## config.mk

```make
export PLATFORM = sky130hd
export DESIGN_NAME = generation_controller
export DESIGN_NICKNAME = d
export VERILOG_FILES = /design/src/rtl/generation_controller.sv
export SDC_FILE = /design/constraint.sdc
export NUM_CORES = 1
export LEC_CHECK = 0
export BUFFER_PORTS_ARGS = -buffer_cell sky130_fd_sc_hd__buf_2
export CORE_ASPECT_RATIO = 0.75
export CORE_MARGIN = 4
export CORE_UTILIZATION = 50
export DETAILED_ROUTE_END_ITERATION = 7
export PLACE_DENSITY = 0.75
export SKIP_CTS_REPAIR_TIMING = 1
export SYNTH_ARGS = -nofsm -noshare
export SYNTH_HDL_FRONTEND = slang
export SYNTH_SLANG_ARGS = --single-unit
```

## constraint.sdc

```tcl
create_clock -name Clock -period 1.9 [get_ports Clock]
set_input_delay 0.38 -clock Clock [delete_from_list [all_inputs] [get_ports Clock]]
set_output_delay 0.38 -clock Clock [all_outputs]
set_load 0.01 [all_outputs]
```

## src/rtl/generation_controller.sv

```systemverilog
// Life-board generation sequencer: paces generations from a prescaled tick or manual steps
// and issues load/compute/commit pulses to the cell array.
module generation_controller #(
    parameter int unsigned BASE_DIV = 1024
) (
    input  logic        Clock,
    input  logic        Reset,
    input  logic        run_sw,
    input  logic        pause_sw,
    input  logic        step_req,
    input  logic [2:0]  speed,
    input  logic        next_valid,
    input  logic        board_changed,
    input  logic        board_empty,
    output logic        load_edit,
    output logic        compute,
    output logic        commit,
    output logic        display_sel,
    output logic        halted,
    output logic [15:0] gen_count,
    output logic [2:0]  state
);

    typedef enum logic [2:0] {
        StEdit    = 3'd0,
        StLoad    = 3'd1,
        StIdle    = 3'd2,
        StCompute = 3'd3,
        StWait    = 3'd4,
        StCommit  = 3'd5,
        StHalt    = 3'd6,
        StBad     = 3'd7
    } state_e;

    state_e      state_q, state_d;
    logic [15:0] presc_q, presc_d;
    logic [3:0]  interval_q, interval_d;
    logic [15:0] gen_count_q, gen_count_d;
    logic        changed_q, changed_d;
    logic        empty_q, empty_d;
    logic        load_edit_q, load_edit_d;
    logic        compute_q, compute_d;
    logic        commit_q, commit_d;
    logic        base_tick, gen_tick;
    logic [3:0]  interval_len;

    assign interval_len = 4'd8 - {1'b0, speed};
    assign base_tick    = (presc_q == 16'(BASE_DIV - 1));
    assign gen_tick     = base_tick && ((interval_q + 4'd1) >= interval_len);

    // Timebase only advances while waiting in IDLE, so the interval restarts after each
    // handshake instead of overlapping it.
    always_comb begin
        presc_d    = presc_q;
        interval_d = interval_q;
        if (state_q == StEdit || state_q == StLoad) begin
            presc_d    = '0;
            interval_d = '0;
        end else if (state_q == StIdle) begin
            presc_d = base_tick ? '0 : presc_q + 16'd1;
            if (gen_tick) begin
                interval_d = '0;
            end else if (base_tick) begin
                interval_d = interval_q + 4'd1;
            end
        end
    end

    always_comb begin
        state_d     = state_q;
        changed_d   = changed_q;
        empty_d     = empty_q;
        gen_count_d = gen_count_q;
        case (state_q)
            StEdit: begin
                if (run_sw) state_d = StLoad;
            end
            StLoad: begin
                gen_count_d = '0;
                state_d     = StIdle;
            end
            StIdle: begin
                if (!run_sw) begin
                    state_d = StEdit;
                end else if ((gen_tick && !pause_sw) || step_req) begin
                    state_d = StCompute;
                end
            end
            StCompute: state_d = StWait;
            StWait: begin
                if (!run_sw) begin
                    state_d = StEdit;
                end else if (next_valid) begin
                    changed_d = board_changed;
                    empty_d   = board_empty;
                    state_d   = StCommit;
                end
            end
            StCommit: begin
                if (gen_count_q != 16'hFFFF) gen_count_d = gen_count_q + 16'd1;
                state_d = (empty_q || !changed_q) ? StHalt : StIdle;
            end
            StHalt: begin
                if (!run_sw) state_d = StEdit;
            end
            default: state_d = StEdit;
        endcase
    end

    always_comb begin
        load_edit_d = (state_d == StLoad);
        compute_d   = (state_d == StCompute);
        commit_d    = (state_d == StCommit);
        halted      = (state_q == StHalt);
        display_sel = 1'b0;
        case (state_q)
            StLoad, StIdle, StCompute, StWait, StCommit, StHalt: display_sel = 1'b1;
            default: display_sel = 1'b0;
        endcase
    end

    always_ff @(posedge Clock) begin
        if (!Reset) begin
            state_q     <= StEdit;
            presc_q     <= '0;
            interval_q  <= '0;
            gen_count_q <= '0;
            changed_q   <= 1'b0;
            empty_q     <= 1'b0;
            load_edit_q <= 1'b0;
            compute_q   <= 1'b0;
            commit_q    <= 1'b0;
        end else begin
            state_q     <= state_d;
            presc_q     <= presc_d;
            interval_q  <= interval_d;
            gen_count_q <= gen_count_d;
            changed_q   <= changed_d;
            empty_q     <= empty_d;
            load_edit_q <= load_edit_d;
            compute_q   <= compute_d;
            commit_q    <= commit_d;
        end
    end

    assign load_edit = load_edit_q;
    assign compute   = compute_q;
    assign commit    = commit_q;
    assign gen_count = gen_count_q;
    assign state     = state_q;

endmodule

```

# Word-level counts from Yosys, hierarchy flattened
# Cells that the tools add are included.
totals:
  ff_bits: 44
  input_bits: 11
  output_inout_bits: 24
  word_cells: 56
classes:
  n_addsub: 4
  n_lt_le_gt_ge: 1
  eq_ne: 12
  mux: 14
  n_bitwise: 1
  n_reduce_logical: 15
ops:
  columns: ["op", "n"]
  rows:
  - ["adder 16 x 1 -> 16 bit, second input constant", 2]
  - ["2-to-1 mux 16 bit", 2]
  - ["case mux 16 bit (2 select lines)", 1]
  - ["2-to-1 mux 3 bit", 7]
  - ["case mux 3 bit (7 select lines)", 1]
  - ["equality test 16 x 10 -> 1 bit, second input constant", 1]
  - ["inequality test 16 bit, second input constant", 1]
  - ["equality test 3 bit, second input constant", 4]
  - ["equality test 3 x 2 -> 1 bit, second input constant", 3]
  - ["2-to-1 mux 4 bit", 2]
  - ["equality test 3 x 1 -> 1 bit, second input constant", 2]
  - ["OR reduction 6 bit", 1]
  - ["adder 4 x 1 -> 4 bit, second input constant", 1]
  - [">= comparator 4 bit", 1]
  - ["AND reduction 2 bit", 2]
  - ["nonzero test 2 bit", 2]
  - ["subtractor 4 x 3 -> 4 bit, first input constant", 1]
  - ["logical NOT 3 bit", 1]
  - ["logical OR 1 bit", 3]
  - ["AND reduction 3 bit", 1]
  - ["logical AND 1 bit", 2]
  - ["logical NOT 1 bit", 2]
  - ["inequality test 2 bit, second input constant", 1]
  - ["OR reduction 2 bit", 1]
  - ["other kinds (2)", 2]

# Depth between registers and ports, before layout
logic_depth:
  ltp_word: 9
  mapped_depth: 8

# Worst setup path after synthesis
# OpenSTA, ideal clock, no wires.
synth_path:
  path_kind: "register -> register"
  startpoint: "reg state_q[2], in the netlist state[2]"
  endpoint: "reg presc_q[12]"
  t_arrival_ns: 1.777
  required_time_ns: 1.784
  slack_ns: 0.007
  path_stages_with_launch: 8
  n_path_buf: 2
  synth_period_minus_slack_ns: 1.893
  cell_sequence: "dfxtp_1 > buf_6 > or3b_1 > buf_2 > or4_4 > nor2b_2 > xnor2_1 > nor2_2"
synth_via:
  elab_chain_cells: 3
synth_rtl:
  columns: ["item", "line", "rtl"]
  rows:
  - ["from (decl)", "35", "state_e state_q, state_d;"]
  - ["from (signal assigned)", "124", "state_q <= StEdit;"]
  - ["from (signal assigned)", "134", "state_q <= state_d;"]
  - ["equality test 3 x 1 -> 1 bit / logical NOT 3 bit (equally long branches)", "56", "if (state_q == StEdit || state_q == StLoad) begin"]
  - ["logical OR 1 bit", "56", null]
  - ["OR reduction 2 bit (no line)", null, null]
  - ["to (signal assigned)", "135", "presc_q <= presc_d;"]
  - ["to (decl)", "36", "logic [15:0] presc_q, presc_d;"]
# Several ways; a longest one is shown, not always the timed one.
# A chain may end at the register's enable or synchronous reset.

# Worst setup path in the final report
layout_path:
  startpoint: "reg interval_q[0]"
  endpoint: "reg interval_q[0]"
layout_via:
  elab_chain_cells: 5
layout_rtl:
  columns: ["item", "line", "rtl"]
  rows:
  - ["from (decl)", "37", "logic [3:0] interval_q, interval_d;"]
  - ["from (signal assigned)", "136", "interval_q <= interval_d;"]
  - ["adder 4 x 1 -> 4 bit (*)", "49, 64", null]
  - [">= comparator 4 bit", "49", "assign gen_tick = base_tick && ((interval_q + 4'd1) >= interval_len);"]
  - ["logical AND 1 bit", "49", null]
  - ["nonzero test 2 bit (no line)", null, null]
  - ["AND reduction 2 bit (no line)", null, null]
# Mark *: on every way between the ends. The rest lies on a longest branch, timed or not. The select of a mux whose other input is x is not followed.

==> flow_summary.ini <==
[synth]
yosys_warnings = 0
synth_edf_count = 0
avgSynthCellArea_sq_um = 8.51
syn-instance-count = 262
ys_seq_elements = 44
yosysSeqAreaShare_pct = 39.5
synth_top_area_cell = dfxtp_1
yosys-top-cells-count = dfxtp_1 (44), nor2_1 (34), nand2_1 (24)
ys.flop_type = dfxtp_1
netlist_top_cells_area = dfxtp_1 (39%), xor2_1 (6.7%), nor2_1 (5.7%)
synthArstFlopShare_pct = 0
netlist_area_sq_um = 2230
synth.most_common_cell = dfxtp_1
synth.distinct_cells = 49
syn_nets = 281
netlist.area_leader.share_pct = 39.5

[routing]
viasPerCell = 5.40
drtPass1Iterations = 4
wl_per_cell_um = 14.0
postRouteAntennaNets = 0
drt-initial-drc-count = 109
finalWirelength_um = 5220
drcViolationCount = 0
vias = 2018

[global_route]
antenna_found_initial = 0
grt_pass1_wl_um = 8760
grt_start_max_net_pins = 16
track_usage_pct = 19.4
grt_remaining_overflow = 0
grt_pass1_vias = 1897

[floorplanning]
coreArea_sq_um = 4180
rows = 20
initial_core_util_pct = 53.4
die_w_um = 85.1
die_h_um = 65.9
die_area_sq_um = 5610
num_io_pins = 35

[timing]
hold_violations = 0
max_freq_mhz = 523
setup-violations-final = 2
finalWorstSetupSlack_ps = -12.0
finalSetupTns_ps = -23.8
tightest_slew_ps = 524
maxSlewViolCount = 0
slew_headroom_pct = 64.8
finalCritPeriodShare_pct = 101
rsz0062_at_grt = true
skew_ps = 9.64
fin_crit_ps = 1910

[power_and_ir_drop]
p_total_mw = 1.65
vdd_drop_max_v = 0.000538
pwr_density_cell_nw_per_um2 = 592
leakage_nw = 1.08

[clocking]
clock_path_buffers = 2
root_buffer = clkbuf_8
cts_tree = done
cts.sinks = 44
numCtsBuffers = 5
cts.clk_slew.worst_paths_ps = 90
h-tree-depth = 2
clock_latency_ps = 300

[worst_setup_path]
cp_max_fo = 4
criticalPathCategory = flop to flop
cp.required_ps = 2130
reg2reg_slack_ps = -10
end_kind = flop
start_kind = flop
arrival_ps = 2140

[finish]
drive_above_1_share_pct = 28.2
fillers = 362
num_antenna_cells = 0
finalNonFillerCells = 374
nets = 337
area_growth_pct = 24.9

[run]
drv_cap = 0

[status]
status = finished, violations left
failed_checks = negative setup slack

[placement]
place_congestion = 0.810
io_buffers = 34
post-dp-hpwl_um = 3790
dp_cells = 363

[worst_hold_path]
hold_path_class = input port to flop
==> cell type report <==
cell class                 count  area (sq um)  share of cell area (%)
clock buffer                   5          68.8                    2.47
clock inverter                 3          23.8                   0.853
inverter                      11          41.3                    1.48
multi-input combinational    199          1340                    48.1
sequential                    44           887                    31.8
tap                           55          68.8                    2.47
timing repair buffer          57           355                    12.8
==> routing by layer <==
metal / vias up / part of all wire, % / track usage (%)
li1: 1023 / - / -
met1: 947 / 48 / 27.3
met2: 44 / 45 / 29.8
met3: 4 / 5.6 / 4.11
met4: 0 / 0.90 / 5.53
met5: - / 0 / 0
==> cell families after synthesis <==
kind of cell | share of synthesized area [%]
adder cells (fa/ha/maj) | 4.49
AO/OA/AOI/OAI | 9.03
multiplexers | 0.897
AND/OR/NAND/NOR | 31.9
flip-flops | 39.5
XOR/XNOR | 10.6
buffers and inverters | 3.65
==> flip-flops by register name, indices dropped and copies added (netlist names) <==
| register | count |
|---|---|
| gen_count | 16 |
| presc_q | 16 |
| interval_q | 4 |
| state | 3 |
| changed_q | 1 |
| commit | 1 |
| compute | 1 |
| empty_q | 1 |
| load_edit | 1 |
==> cell usage in the layout (no fill, tap or decap), drive strengths merged, types with 2 or more instances in the layout <==
cell	instances
mux2i	2
dfxtp	44
or3	4
o21a	2
clkinvlp	2
and4	4
o21ai	8
a21oi	10
nor4	5
nand3	17
inv	11
clkbuf	5
a211oi	2
nand2	24
xor2	17
and3	6
ha	8
nor3	7
nand2b	2
buf	57
nor2b	4
xnor2	10
nor2	37
or4	3
nand4	5
and2	4
o31ai	2
==> power by group <==
part	switching [mW]	leakage [nW]	total [mW]	internal [mW]
clock network	0.341	0.0404	0.602	0.261
logic	0.0696	0.683	0.122	0.0522
registers	0.00221	0.357	0.927	0.925
==> critical path, cell delays in order, from the launching register on <==
cell and delay [ps]:
dfxtp_4 380, ha_4 170, xor2_2 170, ha_2 290, nor3_4 150, a211oi_1 110, or3_1 440, a21oi_2 140
==> through the flow <==
stage	hold slack [ps]	cell area, sq um	setup slack [ps]	utilization (%)
after floorplan	444	2230	6.74	-
after global placement	450	2590	-91.6	62.0
after detailed placement	463	2590	-164	62.0
after CTS	316	2690	-86.8	64.3
after global routing	342	2790	-113	66.7
final	322	2790	-12.0	66.7
==> final timing paths <==
| check | from | to | depth (start not counted) |
|---|---|---|---|
| setup / recovery | interval_q[0] | interval_q[0] | 7 |
| hold / removal | board_empty | empty_q | 3 |
| setup reg to reg | interval_q[0] | interval_q[0] | 7 |
| hold reg to reg | presc_q[1] | presc_q[1] | 2 |
(Power assumes the default switching activity.)
